===== src/rtl/vliw_pkg.sv =====
// Shared definitions for the VLIW bundler and the splitter side that unpacks bundles.
package vliw_pkg;

    localparam int          DEF_CORES    = 4;
    localparam int          DEF_INST_LEN = 32;
    localparam logic [31:0] NOP_INST     = 32'h0000_0000;

    // FILL: collecting instructions; WAIT: bundle closed, waiting for the output register.
    typedef enum logic [0:0] {
        FILL = 1'b0,
        WAIT = 1'b1
    } state_t;

    // Lowest bit of a slot inside a packed bundle; slot i occupies [lsb +: inst_len].
    function automatic int slot_lsb(input int slot, input int inst_len);
        return slot * inst_len;
    endfunction

endpackage


===== src/rtl/vliw_out_stage.sv =====
// Output register of the bundler: holds one bundle under a valid/ready handshake.
import vliw_pkg::*;

module vliw_out_stage #(
    parameter int                  cores    = DEF_CORES,
    parameter int                  inst_len = DEF_INST_LEN,
    parameter logic [inst_len-1:0] nop      = inst_len'(NOP_INST)
) (
    input  logic                      clk,
    input  logic                      reset,
    input  logic                      load,
    input  logic [inst_len*cores-1:0] data_in,
    input  logic [cores-1:0]          mask_in,
    input  logic                      vliw_ready,
    output logic [inst_len*cores-1:0] vliw_out,
    output logic [cores-1:0]          slot_mask,
    output logic                      vliw_valid,
    output logic                      free
);

    // The register may take a new bundle when empty or when its bundle leaves this cycle.
    assign free = !vliw_valid || vliw_ready;

    // Bundle register; contents only change on a load, which the bundler issues only when free.
    always_ff @(posedge clk) begin
        if (reset) begin
            vliw_out   <= {cores{nop}};
            slot_mask  <= {cores{1'b0}};
            vliw_valid <= 1'b0;
        end else if (load) begin
            vliw_out   <= data_in;
            slot_mask  <= mask_in;
            vliw_valid <= 1'b1;
        end else if (vliw_ready) begin
            vliw_valid <= 1'b0;
        end else begin
            vliw_valid <= vliw_valid;
        end
    end

endmodule


===== src/rtl/vliw_bundler.sv =====
// Packs single instructions into VLIW bundles; emits when full or on flush, NOP-padding unused slots.
import vliw_pkg::*;

module vliw_bundler #(
    parameter int                  cores    = DEF_CORES,
    parameter int                  inst_len = DEF_INST_LEN,
    parameter logic [inst_len-1:0] nop      = inst_len'(NOP_INST)
) (
    input  logic                         clk,
    input  logic                         reset,
    input  logic [inst_len-1:0]          inst_in,
    input  logic                         inst_valid,
    output logic                         inst_ready,
    input  logic                         flush,
    output logic [inst_len*cores-1:0]    vliw_out,
    output logic [cores-1:0]             slot_mask,
    output logic                         vliw_valid,
    input  logic                         vliw_ready,
    output logic [$clog2(cores+1)-1:0]   fill_count
);

    localparam int CW = $clog2(cores + 1);

    state_t              state_r, state_s;
    logic [inst_len-1:0] buf_r    [cores];
    logic [inst_len-1:0] merged_s [cores];
    logic [CW-1:0]       count_r;
    logic [CW-1:0]       n_s;
    logic                flush_pending_r;
    logic                accept_s;
    logic                close_s;
    logic                load_s;
    logic                free_s;
    logic [inst_len*cores-1:0] data_s;
    logic [cores-1:0]          mask_s;

    assign fill_count = count_r;

    // Accept/close decision, assembly merge and the NOP-padded bundle presented to the output stage.
    always_comb begin
        state_s    = state_r;
        merged_s   = buf_r;
        n_s        = count_r;
        close_s    = 1'b0;
        inst_ready = (state_r == FILL) && !reset;
        accept_s   = inst_valid && inst_ready;
        data_s     = {cores{nop}};
        mask_s     = {cores{1'b0}};

        case (state_r)
            FILL: begin
                if (accept_s) begin
                    for (int i = 0; i < cores; i++) begin
                        if (count_r == CW'(i)) begin
                            merged_s[i] = inst_in;
                        end else begin
                            merged_s[i] = buf_r[i];
                        end
                    end
                    n_s = count_r + CW'(1);
                end else begin
                    n_s = count_r;
                end
                // An empty flush is a no-op; a flush on the filling accept yields one full bundle.
                close_s = (n_s == CW'(cores)) || (flush && (n_s != CW'(0)));
                if (close_s && !free_s) begin
                    state_s = WAIT;
                end else begin
                    state_s = FILL;
                end
            end
            WAIT: begin
                // Bundle is already closed; flush has nothing further to do here.
                close_s = 1'b1;
                n_s     = flush_pending_r ? count_r : CW'(cores);
                if (free_s) begin
                    state_s = FILL;
                end else begin
                    state_s = WAIT;
                end
            end
            default: begin
                state_s = FILL;
            end
        endcase

        load_s = close_s && free_s;

        for (int i = 0; i < cores; i++) begin
            if (CW'(i) < n_s) begin
                data_s[slot_lsb(i, inst_len) +: inst_len] = merged_s[i];
                mask_s[i] = 1'b1;
            end else begin
                data_s[slot_lsb(i, inst_len) +: inst_len] = nop;
                mask_s[i] = 1'b0;
            end
        end
    end

    // FSM state register.
    always_ff @(posedge clk) begin
        if (reset) begin
            state_r <= FILL;
        end else begin
            state_r <= state_s;
        end
    end

    // Assembly buffer, slot count and latched flush reason for a partial bundle stuck in WAIT.
    always_ff @(posedge clk) begin
        if (reset) begin
            for (int i = 0; i < cores; i++) begin
                buf_r[i] <= nop;
            end
            count_r         <= CW'(0);
            flush_pending_r <= 1'b0;
        end else if (load_s) begin
            count_r         <= CW'(0);
            flush_pending_r <= 1'b0;
        end else if (close_s && (state_r == FILL)) begin
            buf_r           <= merged_s;
            count_r         <= n_s;
            flush_pending_r <= (n_s != CW'(cores));
        end else if (accept_s) begin
            buf_r   <= merged_s;
            count_r <= n_s;
        end else begin
            count_r <= count_r;
        end
    end

    vliw_out_stage #(
        .cores    (cores),
        .inst_len (inst_len),
        .nop      (nop)
    ) u_out_stage (
        .clk        (clk),
        .reset      (reset),
        .load       (load_s),
        .data_in    (data_s),
        .mask_in    (mask_s),
        .vliw_ready (vliw_ready),
        .vliw_out   (vliw_out),
        .slot_mask  (slot_mask),
        .vliw_valid (vliw_valid),
        .free       (free_s)
    );

endmodule


===== config.mk =====
export PLATFORM = sky130hd
export DESIGN_NAME = vliw_bundler
export DESIGN_NICKNAME = d
export VERILOG_FILES = /design/src/rtl/vliw_pkg.sv /design/src/rtl/vliw_out_stage.sv /design/src/rtl/vliw_bundler.sv
export SDC_FILE = /design/constraint.sdc
export NUM_CORES = 1
export LEC_CHECK = 0
export CAP_MARGIN = 20
export CORE_MARGIN = 4
export CORE_UTILIZATION = 59
export DETAILED_ROUTE_END_ITERATION = 16
export GPL_ROUTABILITY_DRIVEN = 0
export GPL_TIMING_DRIVEN = 0
export MAX_ROUTING_LAYER = met4
export PLACE_DENSITY_LB_ADDON = 0.05
export SLEW_MARGIN = 20
export SYNTH_ARGS = -nofsm -noshare
export SYNTH_HDL_FRONTEND = slang
export SYNTH_HIERARCHICAL = 1
export SYNTH_SLANG_ARGS = --single-unit

===== constraint.sdc =====
create_clock -name clk -period 6.55 [get_ports clk]
set_clock_uncertainty 0.05 [all_clocks]
set_input_delay 0.655 -clock clk [delete_from_list [all_inputs] [get_ports clk]]
set_output_delay 0.655 -clock clk [all_outputs]
set_load 0.005 [all_outputs]

==> PnR_summary.wiki <==
{| class="wikitable"
! Metric !! Value
|-
| Maximum resistive drop on vdd || 0.203 mV
|-
| Standard-cell row count || 51
|-
| Pin count of the biggest net entering global routing || 14
|-
| Total number of H-tree levels || 1
|-
| Clock sinks || 266
|-
| Maximum operating frequency || 319 MHz
|-
| Nature of the critical path startpoint || input port
|-
| Clock tree root driver cell || sky130_fd_sc_hd__clkbuf_16
|-
| Mean area per synthesized cell || 8.39 um^2
|-
| Count of non-filler cells in the finished layout || 1873
|-
| Capturing element type of the critical path || register
|-
| Switching power share of the total || 26.6%
|-
| Post-synthesis cell count || 1422
|-
| Number of vias after detailed routing || 10558
|-
| Transition time of the tightest slew-check pin || 0.836 ns
|-
| Area share of fa/ha/maj cells after synthesis || 0.524%
|-
| Count of final max-slew check failures || 0
|-
| Post-detail-place hpwl || 24200 um
|-
| Cell with the most instances after synthesis || sky130_fd_sc_hd__dfxtp_1
|-
| Final global-route overflow total || 0
|-
| Final setup violation count || 0
|-
| Compound-gate portion of the synthesized area || 11.4%
|-
| Clk pin slew, worst setup/hold paths || 0.06 ns
|-
| Number of buffers created by CTS || 27
|-
| Via-per-instance ratio || 5.64
|-
| DP Worst Slack || 2.94 ns
|-
| Highest metal used || met4
|-
| Startpoint of the most critical hold path || buf_r[10]
|-
| First drt pass iteration count || 5
|-
| Seq pwr share || 46.4%
|-
| Hold path depth || 2
|-
| Switching power total || 955 uW
|-
| DRC violation count after routing || 0
|-
| Vertical die dimension || 150 um
|-
| Hold buffers post-CTS || 0
|-
| Outcome || finished clean
|-
| Normalized max-slew margin || 43.8%
|-
| Top post-synthesis cells by count || sky130_fd_sc_hd__dfxtp_1 (266), sky130_fd_sc_hd__nand2_1 (264), sky130_fd_sc_hd__nor2_1 (236)
|-
| Largest family of logic cells by synthesized area || multiplexers
|-
| Number of max-cap violations || 0
|-
| Mux cell area share after synthesis || 19.7%
|-
| TritonCTS clock tree || built
|-
| Post-Syn Area || 0.0119 mm^2
|-
| Basic-gate share of the synthesized area counting and, or, nand and nor cells || 16.7%
|-
| Share of the yosys chip area belonging to registers || 44.6%
|-
| Number of antenna violations at the first check in global routing || 1
|-
| DRC marker count from the first detailed-route iteration || 747
|-
| Count of input and output buffers || 140
|-
| Type of the setup path with the least slack || in2reg
|-
| Worst hold endpoint || buf_r[10]
|-
| Global-route wire length before repair || 54100 um
|-
| Synth top area cells || sky130_fd_sc_hd__dfxtp_1 (45%), sky130_fd_sc_hd__mux2i_1 (19%), sky130_fd_sc_hd__nand2_1 (8.3%)
|-
| Nets || 1633
|-
| Share of the clock period used by the worst path || 47.9%
|-
| Wire length the detailed router placed on met1 || 14500 um
|-
| Slack of the worst reg-to-reg path || 3.50 ns
|-
| Final critical path time including I/O delays and setup || 3.14 ns
|-
| Global Route Usage Sum || 30.8%
|-
| Top fanout value on the critical path || 10
|-
| Total power || 3590 uW
|-
| Routed wire length || 34500 um
|-
| Clock tree buffer depth || 3
|-
| Slack of the critical path || 3.41 ns
|-
| Die area || 0.0226 mm^2
|-
| Part of the total power dissipated in combinational logic || 14.2%
|-
| Number of antenna-violating nets in the routed design || 0
|-
| Share of layout cells above drive strength 1 || 5.10%
|-
| Proportion of netlist area held by the largest area contributor || 44.6%
|-
| Via count of the first global-routing pass || 10325
|-
| Internal || 2640 uW
|-
| Cell leakage power || 0.00513 uW
|-
| Cells after DPL || 1827
|-
| Initial cell density of the core || 60.7%
|-
| Reg-to-Reg Start || fill_count[0]
|-
| RSZ-0062 raised after global routing || no
|-
| Number of synthesized flops with an enable pin || 0
|-
| Power share of the clock group || 39.4%
|-
| WP data required || 6.89 ns
|-
| R2r worst-path depth || 12
|-
| Wire length per cell after detailed routing || 18.4 um
|-
| Post-synthesis register bit count || 266
|-
| Cell type with the largest total area after synthesis || sky130_fd_sc_hd__dfxtp_1
|-
| Async set or reset register ratio after synthesis || 0%
|-
| Area inside the core boundary || 0.0197 mm^2
|-
| Final Hold Viols || 0
|-
| Arrival time reported for the critical path endpoint || 3.48 ns
|-
| Hold Path Class || reg2reg
|-
| Die Span X || 150 um
|-
| Met2 wire length || 16400 um
|-
| Power density over the cells || 248 mW/mm^2
|-
| Setup fix buffers added after clock tree synthesis || 0
|-
| Fin Setup TNS || 0 ns
|-
| Fraction of synthesized cell area in xor and xnor cells || 0%
|-
| Count of instances resized after the clock tree is built || 0
|-
| Number of distinct library cell variants in the gate-level netlist after synthesis || 37
|-
| Layout area overhead || 21.2%
|-
| Worst flop-to-flop path endpoint || u_out_stage/vliw_out[109]
|-
| Leading register cell type out of synthesis || sky130_fd_sc_hd__dfxtp_1
|-
| Routed wire length on met3 || 2480 um
|-
| # IOs || 174
|-
| Warnings from Yosys || 6
|-
| Clock latency on the worst-skew pair || 0.53 ns
|-
| Net count after synthesis || 1464
|}
-- metal layers --
layer / track usage (%) / vias to the layer above
li1: - / 5051
met1: 39.5 / 5026
met2: 49.5 / 403
met3: 5.15 / 78
met4: 11.2 / 0
met5: - / -
-- stage by stage --
step	hold WS (ns)	cell area, um^2	utilization, %
5_1_grt	0.452	14500	73.6
3_5_place_dp	0.417	13700	69.5
4_1_cts	0.427	14500	73.6
3_3_place_gp	0.412	13700	69.5
2_1_floorplan	0.404	11900	-
6_report	0.429	14500	73.6
-- cell type report --
cell class                 count  area (um^2)
antenna                        1         2.50
buffer                       145          800
clock buffer                  39          761
clock inverter                 6         30.0
fill                        1603         5190
inverter                      11         41.3
multi-input combinational   1000         5770
sequential                   266         5330
tap                          265          332
timing repair buffer         140         1400
-- kinds of logic (layout without fill, tap and decap cells) --
logic type / after synthesis / in the layout
mux: 233 / 233
fa+ha+maj: 5 / 5
simple gates: 516 / 516
compound gates: 246 / 246
other cells: 0 / 1
buf+inv: 156 / 341
flops: 266 / 266
-- how the worst max path moves through the flow --
| stage | cells past startpoint | to | slack (ns) | startpoint |
|---|---|---|---|---|
| 3_3_place_gp | 11 | u_out_stage/vliw_out[67] | 2.97 | inst_valid |
| 2_1_floorplan | 11 | u_out_stage/vliw_out[100] | 3.78 | reset |
| 3_5_place_dp | 11 | u_out_stage/vliw_out[101] | 2.94 | inst_valid |
| 4_1_cts | 11 | u_out_stage/vliw_out[75] | 3.46 | inst_valid |
| 5_1_grt | 11 | u_out_stage/vliw_out[82] | 3.29 | inst_valid |
| 6_report | 11 | u_out_stage/vliw_out[109] | 3.41 | inst_valid |
-- sequential cells by signal (all words and copies together), names as in the netlist --
register	count
u_out_stage/vliw_out	128
fill_count	3
state_r	1
u_out_stage/vliw_valid	1
u_out_stage/slot_mask	4
buf_r	128
flush_pending_r	1
-- worst max-delay path, stage by stage --
cell and delay [ns]:
sky130_fd_sc_hd__clkdlybuf4s50_1 0.55, sky130_fd_sc_hd__nor3b_4 0.40, sky130_fd_sc_hd__mux2_4 0.40, sky130_fd_sc_hd__mux2i_2 0.41, sky130_fd_sc_hd__and2_1 0.22, sky130_fd_sc_hd__nor2_1 0.05
sky130_fd_sc_hd__buf_4 0.19, sky130_fd_sc_hd__buf_8 0.18, sky130_fd_sc_hd__buf_12 0.16, sky130_fd_sc_hd__mux2i_1 0.17, sky130_fd_sc_hd__nor2_1 0.07
-- placed cells by master, fill, tap and decap left out, types with 2 or more instances in the layout --
cell type,Yosys,routed
sky130_fd_sc_hd__a21oi_1,166,166
sky130_fd_sc_hd__and2_1,2,2
sky130_fd_sc_hd__and3_1,3,3
sky130_fd_sc_hd__buf_1,5,5
sky130_fd_sc_hd__buf_12,7,7
sky130_fd_sc_hd__buf_2,8,8
sky130_fd_sc_hd__buf_4,8,8
sky130_fd_sc_hd__buf_6,7,7
sky130_fd_sc_hd__buf_8,4,4
sky130_fd_sc_hd__clkbuf_1,103,111
sky130_fd_sc_hd__clkbuf_16,0,27
sky130_fd_sc_hd__clkbuf_2,3,3
sky130_fd_sc_hd__clkbuf_8,0,4
sky130_fd_sc_hd__clkdlybuf4s50_1,0,140
sky130_fd_sc_hd__clkinv_2,0,6
sky130_fd_sc_hd__dfxtp_1,266,266
sky130_fd_sc_hd__ha_1,5,5
sky130_fd_sc_hd__inv_1,11,11
sky130_fd_sc_hd__mux2i_1,228,228
sky130_fd_sc_hd__mux2i_2,3,3
sky130_fd_sc_hd__nand2_1,264,264
sky130_fd_sc_hd__nand3_1,2,2
sky130_fd_sc_hd__nor2_1,236,236
sky130_fd_sc_hd__nor2b_1,3,3
sky130_fd_sc_hd__o2111ai_1,7,7
sky130_fd_sc_hd__o211a_1,2,2
sky130_fd_sc_hd__o211ai_1,32,32
sky130_fd_sc_hd__o21ai_0,34,34
-- power groups by stage --
stage / clock network (uW) / registers, uW / logic [uW]
after floorplan: 0 / 1700 / 362
after global placement: 0 / 1700 / 497
after detailed placement: 0 / 1700 / 502
after CTS: 1430 / 1670 / 505
after global routing: 1500 / 1670 / 540
final: 1420 / 1670 / 510
No activity file was read; power rests on OpenSTA's default activity.
